==> config.mk <==
export PLATFORM = sky130hd
export DESIGN_NAME = mseq_frame_ctrl
export DESIGN_NICKNAME = d
export VERILOG_FILES = /design/src/rtl/mseq_frame_ctrl.sv
export SDC_FILE = /design/constraint.sdc
export NUM_CORES = 1
export LEC_CHECK = 0
export BUFFER_PORTS_ARGS = -buffer_cell sky130_fd_sc_hd__buf_2
export CORE_MARGIN = 2
export CORE_UTILIZATION = 55
export DETAILED_ROUTE_END_ITERATION = 8
export PLACE_DENSITY = 0.75
export SLEW_MARGIN = 20
export SYNTH_ARGS = -nofsm -noshare
export SYNTH_HDL_FRONTEND = slang
export SYNTH_SLANG_ARGS = --single-unit
==> constraint.sdc <==
create_clock -name clk -period 5 [get_ports clk]
set_input_delay 0.5 -clock clk [delete_from_list [all_inputs] [get_ports clk]]
set_output_delay 0.5 -clock clk [all_outputs]
set_load 0.02 [all_outputs]
==> src/rtl/mseq_frame_ctrl.sv <==
// Frame controller: wraps a handshake-gated x^15+x^14+1 M-sequence source into
// frames of frame_len payload bits followed by TAIL zero flush bits.
module mseq_frame_ctrl #(
  parameter int unsigned LEN     = 15,
  parameter int unsigned FRAME_W = 16,
  parameter int unsigned TAIL    = 6
) (
  input  logic               clk,
  input  logic               rst_n,
  input  logic               start,
  input  logic               reseed,
  input  logic [LEN-1:0]     seed,
  input  logic [FRAME_W-1:0] frame_len,
  input  logic               abort,
  output logic               out_bit,
  output logic               out_valid,
  input  logic               out_ready,
  output logic               out_sof,
  output logic               out_last,
  output logic               busy,
  output logic               done
);

  localparam int unsigned TCW       = (TAIL > 1) ? $clog2(TAIL) : 1;
  localparam int unsigned TAIL_LAST = (TAIL > 0) ? TAIL - 1 : 0;
  localparam logic [LEN-1:0] ONES   = '1;

  typedef enum logic [2:0] {
    S_IDLE,
    S_LOAD,
    S_PAYLOAD,
    S_TAIL,
    S_DONE
  } state_e;

  state_e             state_q, state_d;
  logic [LEN-1:0]     lfsr_q, lfsr_d;
  logic [LEN-1:0]     seed_q, seed_d;
  logic [FRAME_W-1:0] len_q, len_d;
  logic [FRAME_W-1:0] cnt_q, cnt_d;
  logic [TCW-1:0]     tcnt_q, tcnt_d;
  logic               reseed_q, reseed_d;
  logic               out_bit_q, out_bit_d;
  logic               out_valid_q, out_valid_d;
  logic               out_sof_q, out_sof_d;
  logic               out_last_q, out_last_d;
  logic               busy_q, busy_d;
  logic               done_q, done_d;

  // State register and all datapath/output flops
  always_ff @(posedge clk or negedge rst_n) begin
    if (!rst_n) begin
      state_q     <= S_IDLE;
      lfsr_q      <= ONES;
      seed_q      <= '0;
      len_q       <= '0;
      cnt_q       <= '0;
      tcnt_q      <= '0;
      reseed_q    <= 1'b0;
      out_bit_q   <= 1'b0;
      out_valid_q <= 1'b0;
      out_sof_q   <= 1'b0;
      out_last_q  <= 1'b0;
      busy_q      <= 1'b0;
      done_q      <= 1'b0;
    end else begin
      state_q     <= state_d;
      lfsr_q      <= lfsr_d;
      seed_q      <= seed_d;
      len_q       <= len_d;
      cnt_q       <= cnt_d;
      tcnt_q      <= tcnt_d;
      reseed_q    <= reseed_d;
      out_bit_q   <= out_bit_d;
      out_valid_q <= out_valid_d;
      out_sof_q   <= out_sof_d;
      out_last_q  <= out_last_d;
      busy_q      <= busy_d;
      done_q      <= done_d;
    end
  end

  // Next-state, LFSR/counter update, and registered output precompute
  always_comb begin
    state_d  = state_q;
    lfsr_d   = lfsr_q;
    seed_d   = seed_q;
    len_d    = len_q;
    cnt_d    = cnt_q;
    tcnt_d   = tcnt_q;
    reseed_d = reseed_q;

    unique case (state_q)
      S_IDLE: begin
        if (start && !abort) begin
          len_d    = frame_len;
          reseed_d = reseed;
          seed_d   = seed;
          cnt_d    = '0;
          tcnt_d   = '0;
          state_d  = S_LOAD;
        end
      end
      S_LOAD: begin
        if (reseed_q) lfsr_d = (seed_q == '0) ? ONES : seed_q;
        if (len_q != '0)   state_d = S_PAYLOAD;
        else if (TAIL > 0) state_d = S_TAIL;
        else               state_d = S_DONE;
      end
      S_PAYLOAD: begin
        if (out_ready) begin
          lfsr_d = {lfsr_q[LEN-2:0], lfsr_q[LEN-1] ^ lfsr_q[LEN-2]};
          if (cnt_q == len_q - FRAME_W'(1)) state_d = (TAIL > 0) ? S_TAIL : S_DONE;
          else                              cnt_d   = cnt_q + FRAME_W'(1);
        end
      end
      S_TAIL: begin
        if (out_ready) begin
          if (tcnt_q == TCW'(TAIL_LAST)) state_d = S_DONE;
          else                           tcnt_d  = tcnt_q + TCW'(1);
        end
      end
      S_DONE:  state_d = S_IDLE;
      default: state_d = S_IDLE;
    endcase

    // Abort discards any coincident transfer: the LFSR keeps the unsent bit
    if (abort && state_q != S_IDLE) begin
      state_d = S_IDLE;
      lfsr_d  = lfsr_q;
    end

    out_valid_d = (state_d == S_PAYLOAD) || (state_d == S_TAIL);
    out_bit_d   = (state_d == S_PAYLOAD) && lfsr_d[LEN-1];
    out_sof_d   = (state_d == S_PAYLOAD) && (cnt_d == '0);
    out_last_d  = ((state_d == S_TAIL) && (tcnt_d == TCW'(TAIL_LAST))) ||
                  ((TAIL == 0) && (state_d == S_PAYLOAD) && (cnt_d == len_d - FRAME_W'(1)));
    busy_d      = (state_d != S_IDLE);
    done_d      = (state_d == S_DONE);
  end

  assign out_bit   = out_bit_q;
  assign out_valid = out_valid_q;
  assign out_sof   = out_sof_q;
  assign out_last  = out_last_q;
  assign busy      = busy_q;
  assign done      = done_q;

endmodule

==> results.py, run 1 <==
metrics = {
    "status": {
        "outcome": "completed",
    },
    "clock_tree": {
        "clkTransAtPathRegs_ns": 0.09,
        "cts_tree": "built",
        "hold_buffers": 0,
        "clock_path_buffers": 2,
        "cts-resized-gates": 0,
        "htreeDepth": 3,
        "numCtsBuffers": 9,
        "postCtsSetupRepairBufs": 0,
        "clockRootBuffer": "clkbuf_8",
        "cts.sinks": 75,
        "clock_latency_ns": 0.36,
    },
    "floorplanning": {
        "dieArea_um2": 8680,
        "fp.coreArea_um2": 7730,
        "die_w_um": 93.2,
        "initial_utilization_pct": 56.6,
        "chipHeight_um": 93.2,
        "num_rows": 32,
        "io_pins": 43,
    },
    "power_and_ir_drop": {
        "powerDensity_nw_per_um2": 526,
        "power.switching_w": 0.00105,
        "switching_share_pct": 41.8,
        "peakVddDrop_v": 0.000290,
        "pwr-share-seq_pct": 43.7,
        "internal_power_w": 0.00147,
        "clkPwrFrac_pct": 17.9,
        "combPwrFrac_pct": 38.5,
        "leakage_nw": 2.12,
    },
    "flow_run": {
        "maxCapViolations": 0,
    },
    "setup_path": {
        "crit_type": "register to register",
        "cp.arrival_ns": 4.71,
        "cp_cell_sequence": "inv_1, ha_1, or4b_1, nor4_1, nor4_1, or4_4, nor4_4, nor3_1, mux2i_1, or4_1, nor4_2",
        "path_delay_family": "simple AND/OR/NAND/NOR gates",
        "crit_path_frequent_cell": "nor4_1",
        "max_stage_delay_ns": 0.72,
        "crit_path_start_kind": "register",
        "crit_buf_inv": 1,
        "cp.required_ns": 5.26,
        "cp_max_fo": 16,
        "worstSetupEndpointType": "register",
        "crit_slowest_cell": "nor4_4",
    },
    "grt": {
        "grt_usage_pct": 26.0,
        "gr-total-overflow": 0,
        "grt_pass1_wl_um": 17800,
        "grt_max_degree": 76,
        "grt_pass1_vias": 3638,
        "antenna_found_initial": 0,
    },
    "detailed_routing": {
        "wirelength_um": 10500,
        "drt-met1-wl_um": 4840,
        "wl_met2_um": 4900,
        "wl_per_cell_um": 15.9,
        "drc": 0,
        "first_pass_iters": 5,
        "dr_total_vias": 3870,
        "top_layer_used": "met4",
        "drtIter0Drc": 227,
        "wl_met3_um": 544,
        "ant_nets": 0,
        "vias_per_cell": 5.88,
    },
    "logic_synthesis": {
        "ys.flop_type": "dfrtp_1",
        "syn_area_um2": 4370,
        "synth-edff-count": 0,
        "yosysSeqAreaShare_pct": 43.3,
        "async_flop_share_pct": 100,
        "ys.warnings.count": 0,
        "ys_types": 63,
        "synth-seq-cells": 75,
        "syn_inst": 531,
        "synth.avg_cell_area_um2": 8.24,
        "syn_nets": 572,
    },
    "place": {
        "place_worst_setup_slack_ns": 0.625,
        "dp.cells": 642,
        "place.gp.congestion": 0.927,
        "hpwl_um": 7340,
        "portBuffers": 42,
    },
    "cells_and_area": {
        "multi_input_area_um2": 2310,
        "final_layout_size_suffix_gt1_share_pct": 15.5,
        "finalNonFillerCells": 658,
        "antennaDiodeCount": 0,
        "fin_nets": 592,
        "n_fill_cell": 691,
        "post-route-util_pct": 61.9,
        "regArea_um2": 1900,
        "synthToLayoutAreaGrowth_pct": 9.44,
    },
    "timing": {
        "tns_ns": 0,
        "relSlewSlack_pct": 32.5,
        "finalSetupViolations": 0,
        "fin_crit_ns": 4.45,
        "drv_slew": 0,
        "fin_skew_ns": 0.0133,
        "post-route-period-util_pct": 89.0,
        "rsz0062_at_grt": "no",
        "fmax_mhz": 225,
        "timing.hold.ws_ns": 0.269,
        "finalHoldViolations": 0,
        "setup_ws_ns": 0.551,
        "tightest_slew_ns": 1.01,
    },
    "worst_hold_path": {
        "hp-class": "input pin to async pin",
    },
}
-- synth_stat cells (all sizes together) (7+ instances only) --
| cell | count | area (um2) |
|---|---|---|
| nand3 | 17 | 85.1 |
| dfrtp | 60 | 1500 |
| nor2 | 58 | 218 |
| clkbuf | 29 | 109 |
| xor2 | 7 | 61.3 |
| nand4 | 8 | 50.1 |
| inv | 9 | 33.8 |
| a21oi | 34 | 170 |
| o21ai | 11 | 55.1 |
| or4 | 8 | 67.6 |
| nand2 | 119 | 447 |
| nor3 | 15 | 75.1 |
| dfstp | 15 | 394 |
| buf | 7 | 32.5 |
| mux2i | 7 | 70.1 |
| nor4 | 17 | 128 |
| and3 | 8 | 50.1 |
| xnor2 | 12 | 105 |
-- state kept, by name (all words and copies together), names as in the netlist --
signal / count
lfsr_q: 15
out_last: 1
tcnt_q: 3
busy: 1
out_bit: 1
out_valid: 1
len_q: 16
reseed_q: 1
state_q: 3
done: 1
seed_q: 15
out_sof: 1
cnt_q: 16
-- routing by layer --
metal | up-vias | global-route usage [%]
li1 | 1911 | -
met1 | 1825 | 35.5
met2 | 117 | 42.0
met3 | 17 | 3.87
met4 | 0 | 10.0
met5 | - | 0
-- kinds of logic after synthesis --
family          synth area share (%)
compound gates                  13.5
xor+xnor                        3.81
fa+ha+maj                       1.14
buf+inv                         4.01
flops                           43.3
mux                             1.60
simple gates                    32.6
-- power by group through the flow --
| stage | Sequential [W] | Clock (W) | Combinational, W |
|---|---|---|---|
| 3_5_place_dp | 0.00111 | 0 | 0.000959 |
| 3_3_place_gp | 0.00110 | 0 | 0.000949 |
| 2_1_floorplan | 0.00102 | 0 | 0.000807 |
| 5_1_grt | 0.00114 | 0.000482 | 0.00110 |
| 4_1_cts | 0.00110 | 0.000460 | 0.000966 |
| 6_report | 0.00110 | 0.000450 | 0.000969 |
-- cell usage in the layout, fill, tap and decap left out, types with 9 or more instances in the layout --
cell type	count
clkbuf_8	10
nor3_1	15
nand3_1	17
a21oi_1	34
inv_1	9
buf_2	41
dfrtp_1	60
nor2_1	58
nand2_1	119
o21ai_0	11
xnor2_1	12
dfstp_2	15
nor4_1	14
-- final cells by class --
class	instances	area share [%]
Tap cell	102	2.67
Inverter	9	0.706
Clock buffer	10	2.88
Multi-Input combinational cell	411	48.2
Timing Repair Buffer	45	4.92
Clock inverter	6	0.993
Sequential cell	75	39.6
-- metrics by stage --
| step | instance area, um2 | power (W) |
|---|---|---|
| CTS | 4790 | 0.00252 |
| detailed placement | 4600 | 0.00207 |
| global route | 4790 | 0.00272 |
| global placement | 4600 | 0.00205 |
| finish | 4790 | 0.00252 |
| floorplan | 4370 | 0.00183 |
-- path summary, 6_finish.rpt --
path / start / end / slack (ns) / depth (start not counted)
setup / recovery: len_q[0] / out_sof / 0.55 / 11
max in group asynchronous: rst_n / cnt_q[9] / 4.11 / 1
hold reg to reg: lfsr_q[5] / lfsr_q[5] / 0.51 / 2
min in group clk: seed[8] / seed_q[8] / 0.32 / 3
hold / removal: rst_n / cnt_q[8] / 0.27 / 1
setup reg to reg: len_q[0] / out_sof / 0.55 / 11
Note: power is estimated with default switching activity, not from simulation.
==> run 2, diff against run 1 <==
--- a/config.mk
+++ b/config.mk
@@ -5,6 +5,7 @@
 export SDC_FILE = /design/constraint.sdc
 export NUM_CORES = 1
 export LEC_CHECK = 0
+export ABC_AREA = 1
 export BUFFER_PORTS_ARGS = -buffer_cell sky130_fd_sc_hd__buf_2
 export CORE_MARGIN = 2
 export CORE_UTILIZATION = 55
==> run 2 against run 1 <==
Against the previous run: non-clock buffer count shrank 1; sequential power is 4% lower; combinational power grew 10%; largest power group is now combinational logic; core utilization grew 0.60 points; sequential cell count unchanged; cell area grew 1.5%; maximum frequency increased by 53%; via count is 6.7% higher; synthesized area is 1.1% higher.
==> results.py, run 2 <==
metrics = {
    "logic_synthesis": {
        "yosysSeqAreaShare_pct": 42.9,
        "ys.warnings.count": 0,
        "yosys-top-cells-count": "nand2_1 (199), inv_1 (82), nor2_1 (66)",
        "synth.avg_cell_area_um2": 7.03,
        "synth-seq-cells": 75,
        "syn_nets": 670,
        "yosys-top-cells-area": "dfrtp_1 (34%), nand2_1 (17%), dfstp_2 (8.9%), inv_1 (7.0%), nor2_1 (5.6%)",
        "synth_most_common_cell": "nand2_1",
        "synth.top_cell.area_share_pct": 34.0,
        "syn_inst": 629,
        "syn_area_um2": 4420,
        "synth-edff-count": 0,
        "async_flop_share_pct": 100,
        "ys_types": 34,
        "yosysTopAreaCell": "dfrtp_1",
        "ys.flop_type": "dfrtp_1",
    },
    "floorplanning": {
        "dieArea_um2": 8770,
        "fp.coreArea_um2": 7770,
        "num_rows": 32,
        "die_w_um": 93.6,
        "chipHeight_um": 93.6,
        "initial_utilization_pct": 56.9,
        "io_pins": 43,
    },
    "grt": {
        "grt_pass1_wl_um": 18300,
        "gr-total-overflow": 0,
        "grt_pass1_vias": 4049,
        "grt_usage_pct": 26.5,
        "antenna_found_initial": 0,
        "grt_max_degree": 76,
    },
    "clock_tree": {
        "cts_tree": "built",
        "clock_path_buffers": 2,
        "numCtsBuffers": 9,
        "clockRootBuffer": "clkbuf_8",
        "cts-resized-gates": 0,
        "htreeDepth": 3,
        "postCtsSetupRepairBufs": 0,
        "clock_latency_ns": 0.35,
        "clkTransAtPathRegs_ns": 0.07,
        "hold_buffers": 0,
        "cts.sinks": 75,
    },
    "cells_and_area": {
        "synthToLayoutAreaGrowth_pct": 9.91,
        "final_layout_size_suffix_gt1_share_pct": 14.6,
        "layout_common_cells": "nand2_1 (199), inv_1 (82), nor2_1 (64)",
        "fin_nets": 708,
        "antennaDiodeCount": 0,
        "n_fill_cell": 740,
        "final_common_cell": "nand2_1",
        "reg_top3": "cnt_q: 16 flops, len_q: 16 flops",
        "post-route-util_pct": 62.5,
    },
    "setup_path": {
        "cp.required_ns": 5.28,
        "r2r-start": "len_q[0]",
        "critPathLaunch": "len_q[0]",
        "cp_max_fo": 25,
        "regToRegSetupSlack_ns": 2.09,
        "worstSetupEndpointType": "register",
        "crit_type": "register to register",
        "cp.arrival_ns": 3.19,
        "crit_path_start_kind": "register",
    },
    "detailed_routing": {
        "drtIter0Drc": 285,
        "dr_total_vias": 4128,
        "wl_per_cell_um": 13.9,
        "drc": 0,
        "wirelength_um": 10800,
        "ant_nets": 0,
        "vias_per_cell": 5.33,
        "first_pass_iters": 5,
    },
    "flow_run": {
        "maxCapViolations": 0,
    },
    "power_and_ir_drop": {
        "peakVddDrop_v": 0.000354,
        "powerDensity_nw_per_um2": 522,
        "leakage_nw": 2.44,
    },
    "worst_hold_path": {
        "hp-class": "input pin to async pin",
    },
    "timing": {
        "rsz0062_at_grt": "no",
        "fin_skew_ns": 0.0117,
        "post-route-period-util_pct": 58.2,
        "drv_slew": 0,
        "finalSetupViolations": 0,
        "timing.hold.ws_ns": 0.283,
        "finalHoldViolations": 0,
        "tns_ns": 0,
        "tightest_slew_ns": 0.985,
        "fmax_mhz": 344,
        "relSlewSlack_pct": 34.2,
        "fin_crit_ns": 2.91,
    },
    "place": {
        "place.gp.congestion": 0.859,
        "portBuffers": 42,
        "hpwl_um": 7830,
    },
    "status": {
        "outcome": "completed",
    },
}
run 2: cell types whose count changed after synthesis, sizes merged, moves of 13 or more:
cell	previous run	this run
o21ai	11	33
a21oi	34	47
nand3	17	46
clkbuf	29	8
nor4	17	1
inv	9	83
nor2	58	75
nand2	119	203
run 2: layer usage:
layer	vias up	track usage [%]	part of all wire (%)
li1	2067	-	-
met1	1912	35.6	46
met2	126	43.0	46
met3	23	4.51	5.4
met4	0	10.0	2.4
met5	-	0	0
run 2: power by group:
part	total (W)	switching, W	internal, W
combinational	0.00107	0.000711	0.000364
clock	0.000403	0.000225	0.000178
sequential	0.00106	0.000175	0.000882
total	0.00254	0.00111	0.00142
run 2: through the flow:
step,worst slack (ns),total power [W],area [um2],instances
2_1_floorplan,2.80,0.00185,4420,629
3_3_place_gp,2.22,0.00208,4690,758
3_5_place_dp,2.16,0.00213,4690,758
4_1_cts,2.13,0.00254,4850,774
5_1_grt,1.80,0.00276,4860,774
6_report,2.09,0.00254,4860,774
run 2: worst max-delay path: stages (launching register included):
cell and delay, ns:
dfrtp_1 0.40, inv_1 0.15, ha_1 0.32, nand3_2 0.19, nor2_4 0.17, nand2_1 0.06, nand2_1 0.05, nand2_1 0.04
nand2_1 0.08, inv_1 0.04, nand2_1 0.05, nor2_1 0.05, nand2_2 0.37, nand2_1 0.19, nor2_2 0.17, nand3_1 0.09
nand2_1 0.09, inv_1 0.05, nor2_1 0.10, nand2_1 0.06, nor2_1 0.11
run 2: path summary, 6_finish.rpt:
check | cells past startpoint | endpoint
worst max-delay path | 20 | out_sof
worst min-delay path | 1 | seed_q[10]
worst max register to register | 20 | out_sof
worst min register to register | 2 | lfsr_q[4]
max in group asynchronous | 1 | len_q[14]
min in group clk | 3 | len_q[12]
run 2: layout make-up:
cell class | instances | area [um2] | area share (%)
Inverter | 84 | 315 | 6.49
Timing Repair Buffer | 44 | 228 | 4.69
Tap cell | 102 | 128 | 2.63
Multi-Input combinational cell | 453 | 2130 | 43.8
Clock inverter | 5 | 30.0 | 0.618
Clock buffer | 11 | 131 | 2.70
Sequential cell | 75 | 1900 | 39.0
run 2: cell families after synthesis:
kind of cell	synth area share, %
xor+xnor	1.59
simple gates	35.1
buf+inv	9.14
compound gates	10.2
fa+ha+maj	1.13
flops	42.9
==> run 3, diff against run 2 <==
==> constraint.sdc (replaced) <==
create_clock -name clk -period 2.75 [get_ports clk]
set_input_delay 0.275 -clock clk [delete_from_list [all_inputs] [get_ports clk]]
set_output_delay 0.275 -clock clk [all_outputs]
set_load 0.02 [all_outputs]
==> run 3 against run 2 <==
Against the previous run: combinational power increased by 94%; clock power increased by 110%; maximum frequency increased by 14%; cell count increased by 1.2%; core utilization increased by 2.0 points; routed wire length increased by 3.1%; hold slack got worse by 0.21 ns; first-iteration DRC count increased by 21%; setup slack got worse by 1.9 ns; sequential cell count unchanged; power increased by 92%; count of clock-buffer cells in the layout unchanged; critical endpoint unchanged; largest power group unchanged; highest routed layer unchanged.
==> results.py, run 3 (synthesis results as in run 2) <==
metrics = {
    "clock_tree": {
        "clockRootBuffer": "clkbuf_8",
        "clock_latency_ns": 0.35,
        "clkTransAtPathRegs_ns": 0.08,
        "clock_path_buffers": 2,
        "cts_tree": "built",
        "numCtsBuffers": 9,
        "hold_buffers": 0,
        "cts.sinks": 75,
        "htreeDepth": 3,
    },
    "timing": {
        "tightest_slew_ns": 0.929,
        "finalSetupViolations": 0,
        "relSlewSlack_pct": 38.1,
        "timing.hold.ws_ns": 0.0727,
        "fin_crit_ns": 2.55,
        "setup_ws_ns": 0.199,
        "finalHoldViolations": 0,
        "drv_slew": 0,
        "fin_skew_ns": 0.00836,
        "fmax_mhz": 392,
        "post-route-period-util_pct": 92.8,
    },
    "detailed_routing": {
        "first_pass_iters": 5,
        "drc": 0,
        "drtIter0Drc": 344,
        "top_layer_used": "met4",
        "dr_total_vias": 4224,
        "vias_per_cell": 5.39,
        "drt-met1-wl_um": 4920,
        "wl_per_cell_um": 14.2,
        "wl_met2_um": 5350,
        "wirelength_um": 11100,
        "wl_met3_um": 673,
        "ant_nets": 0,
    },
    "setup_path": {
        "r2r-end": "out_sof",
        "cp.required_ns": 3.03,
        "worstSetupEndpointType": "register",
        "crit_slowest_cell": "dfrtp_1",
        "cp.arrival_ns": 2.83,
        "max_stage_delay_ns": 0.42,
        "cp_max_fo": 8,
        "crit_path_start_kind": "register",
        "r2r_cells": 19,
        "r2r-start": "len_q[0]",
        "crit_type": "register to register",
        "regToRegSetupSlack_ns": 0.20,
        "cp_cell_sequence": "inv_2, buf_4, nand3_4, nor2_4, nand2_1, nand3_1, nand2_1, nor2_2, nand2_1, nor2_4, nand2_4, buf_4, nand3_1, nand2_1, nand3_1, nand2_2, nor2_1, nand3_1, nor2_1",
    },
    "grt": {
        "antenna_found_initial": 0,
        "grt_usage_pct": 26.5,
        "grt_pass1_vias": 3851,
        "grt_max_degree": 76,
        "gr-total-overflow": 0,
        "grt_pass1_wl_um": 18200,
    },
    "worst_hold_path": {
        "hp-class": "input pin to async pin",
    },
    "floorplanning": {
        "fp.coreArea_um2": 7770,
        "num_rows": 32,
        "initial_utilization_pct": 56.9,
        "io_pins": 43,
        "dieArea_um2": 8770,
        "die_w_um": 93.6,
        "chipHeight_um": 93.6,
    },
    "cells_and_area": {
        "antennaDiodeCount": 0,
        "fin_nets": 717,
        "synthToLayoutAreaGrowth_pct": 13.4,
        "layout_common_cells": "nand2_1 (197), inv_1 (80), nor2_1 (62)",
        "reg_top3": "cnt_q: 16 flops, len_q: 16 flops",
        "post-route-util_pct": 64.5,
        "finalNonFillerCells": 783,
        "final_layout_size_suffix_gt1_share_pct": 17.3,
        "final_common_cell": "nand2_1",
    },
    "place": {
        "hpwl_um": 7820,
        "place_worst_setup_slack_ns": 0.00970,
        "portBuffers": 42,
        "place.gp.congestion": 0.896,
        "dp.cells": 761,
    },
    "power_and_ir_drop": {
        "total_power_w": 0.00486,
        "leakage_nw": 2.52,
        "peakVddDrop_v": 0.000443,
        "powerDensity_nw_per_um2": 968,
    },
    "status": {
        "outcome": "completed",
    },
    "flow_run": {
        "maxCapViolations": 0,
    },
}
## run 3: cell count changes in the layout (fill, tap and decap cells not counted), sizes merged
cell,change
buf,+7
bufinv,+1
clkinv,+1
clkinvlp,-2
nand2,+2
## run 3: cell type report
type | instances | area [um2]
clock inverter | 5 | 53.8
timing repair buffer | 51 | 280
fill | 700 | 2750
clock buffer | 11 | 141
multi-input combinational | 455 | 2200
sequential | 75 | 1900
tap | 102 | 128
inverter | 84 | 315
## run 3: repair_timing
action | 4_1_cts | 5_1_grt
resized for setup | 0 | 16
endpoints found under the setup margin | 0 | 4
buffers inserted | 0 | 4
## run 3: worst max path at each step
stage	start	end	slack [ns]
final	len_q[0]	out_sof	0.20
after global routing	len_q[3]	out_sof	-0.002
after CTS	len_q[1]	out_sof	0.02
after detailed placement	len_q[1]	out_sof	0.01
after global placement	len_q[1]	out_sof	0.18
after floorplan	len_q[0]	out_sof	0.55
## run 3: metrics by stage
stage | setup TNS (ns) | cell area (um2)
after floorplan | 0 | 4420
final | 0 | 5010
after global routing | -0.00215 | 5010
after CTS | 0 | 4910
after global placement | 0 | 4720
after detailed placement | 0 | 4720
## run 3: layer usage
metal / GRT usage (%) / vias up
met3: 4.59 / 20
met4: 7.13 / 0
li1: - / 2096
met1: 36.7 / 1954
met2: 43.0 / 154
met5: 0 / -
## run 3: critical path: cells and delay by family, from the launching register on
| kind | cells | cell delay [ns] |
|---|---|---|
| simple gates | 16 | 1.69 |
| buf+inv | 3 | 0.38 |
| flops | 1 | 0.42 |
## run 3: report_power, final
part | internal, W | total [W] | switching [W]
clock | 0.000441 | 0.000848 | 0.000407
sequential | 0.00160 | 0.00193 | 0.000329
combinational | 0.000726 | 0.00208 | 0.00135
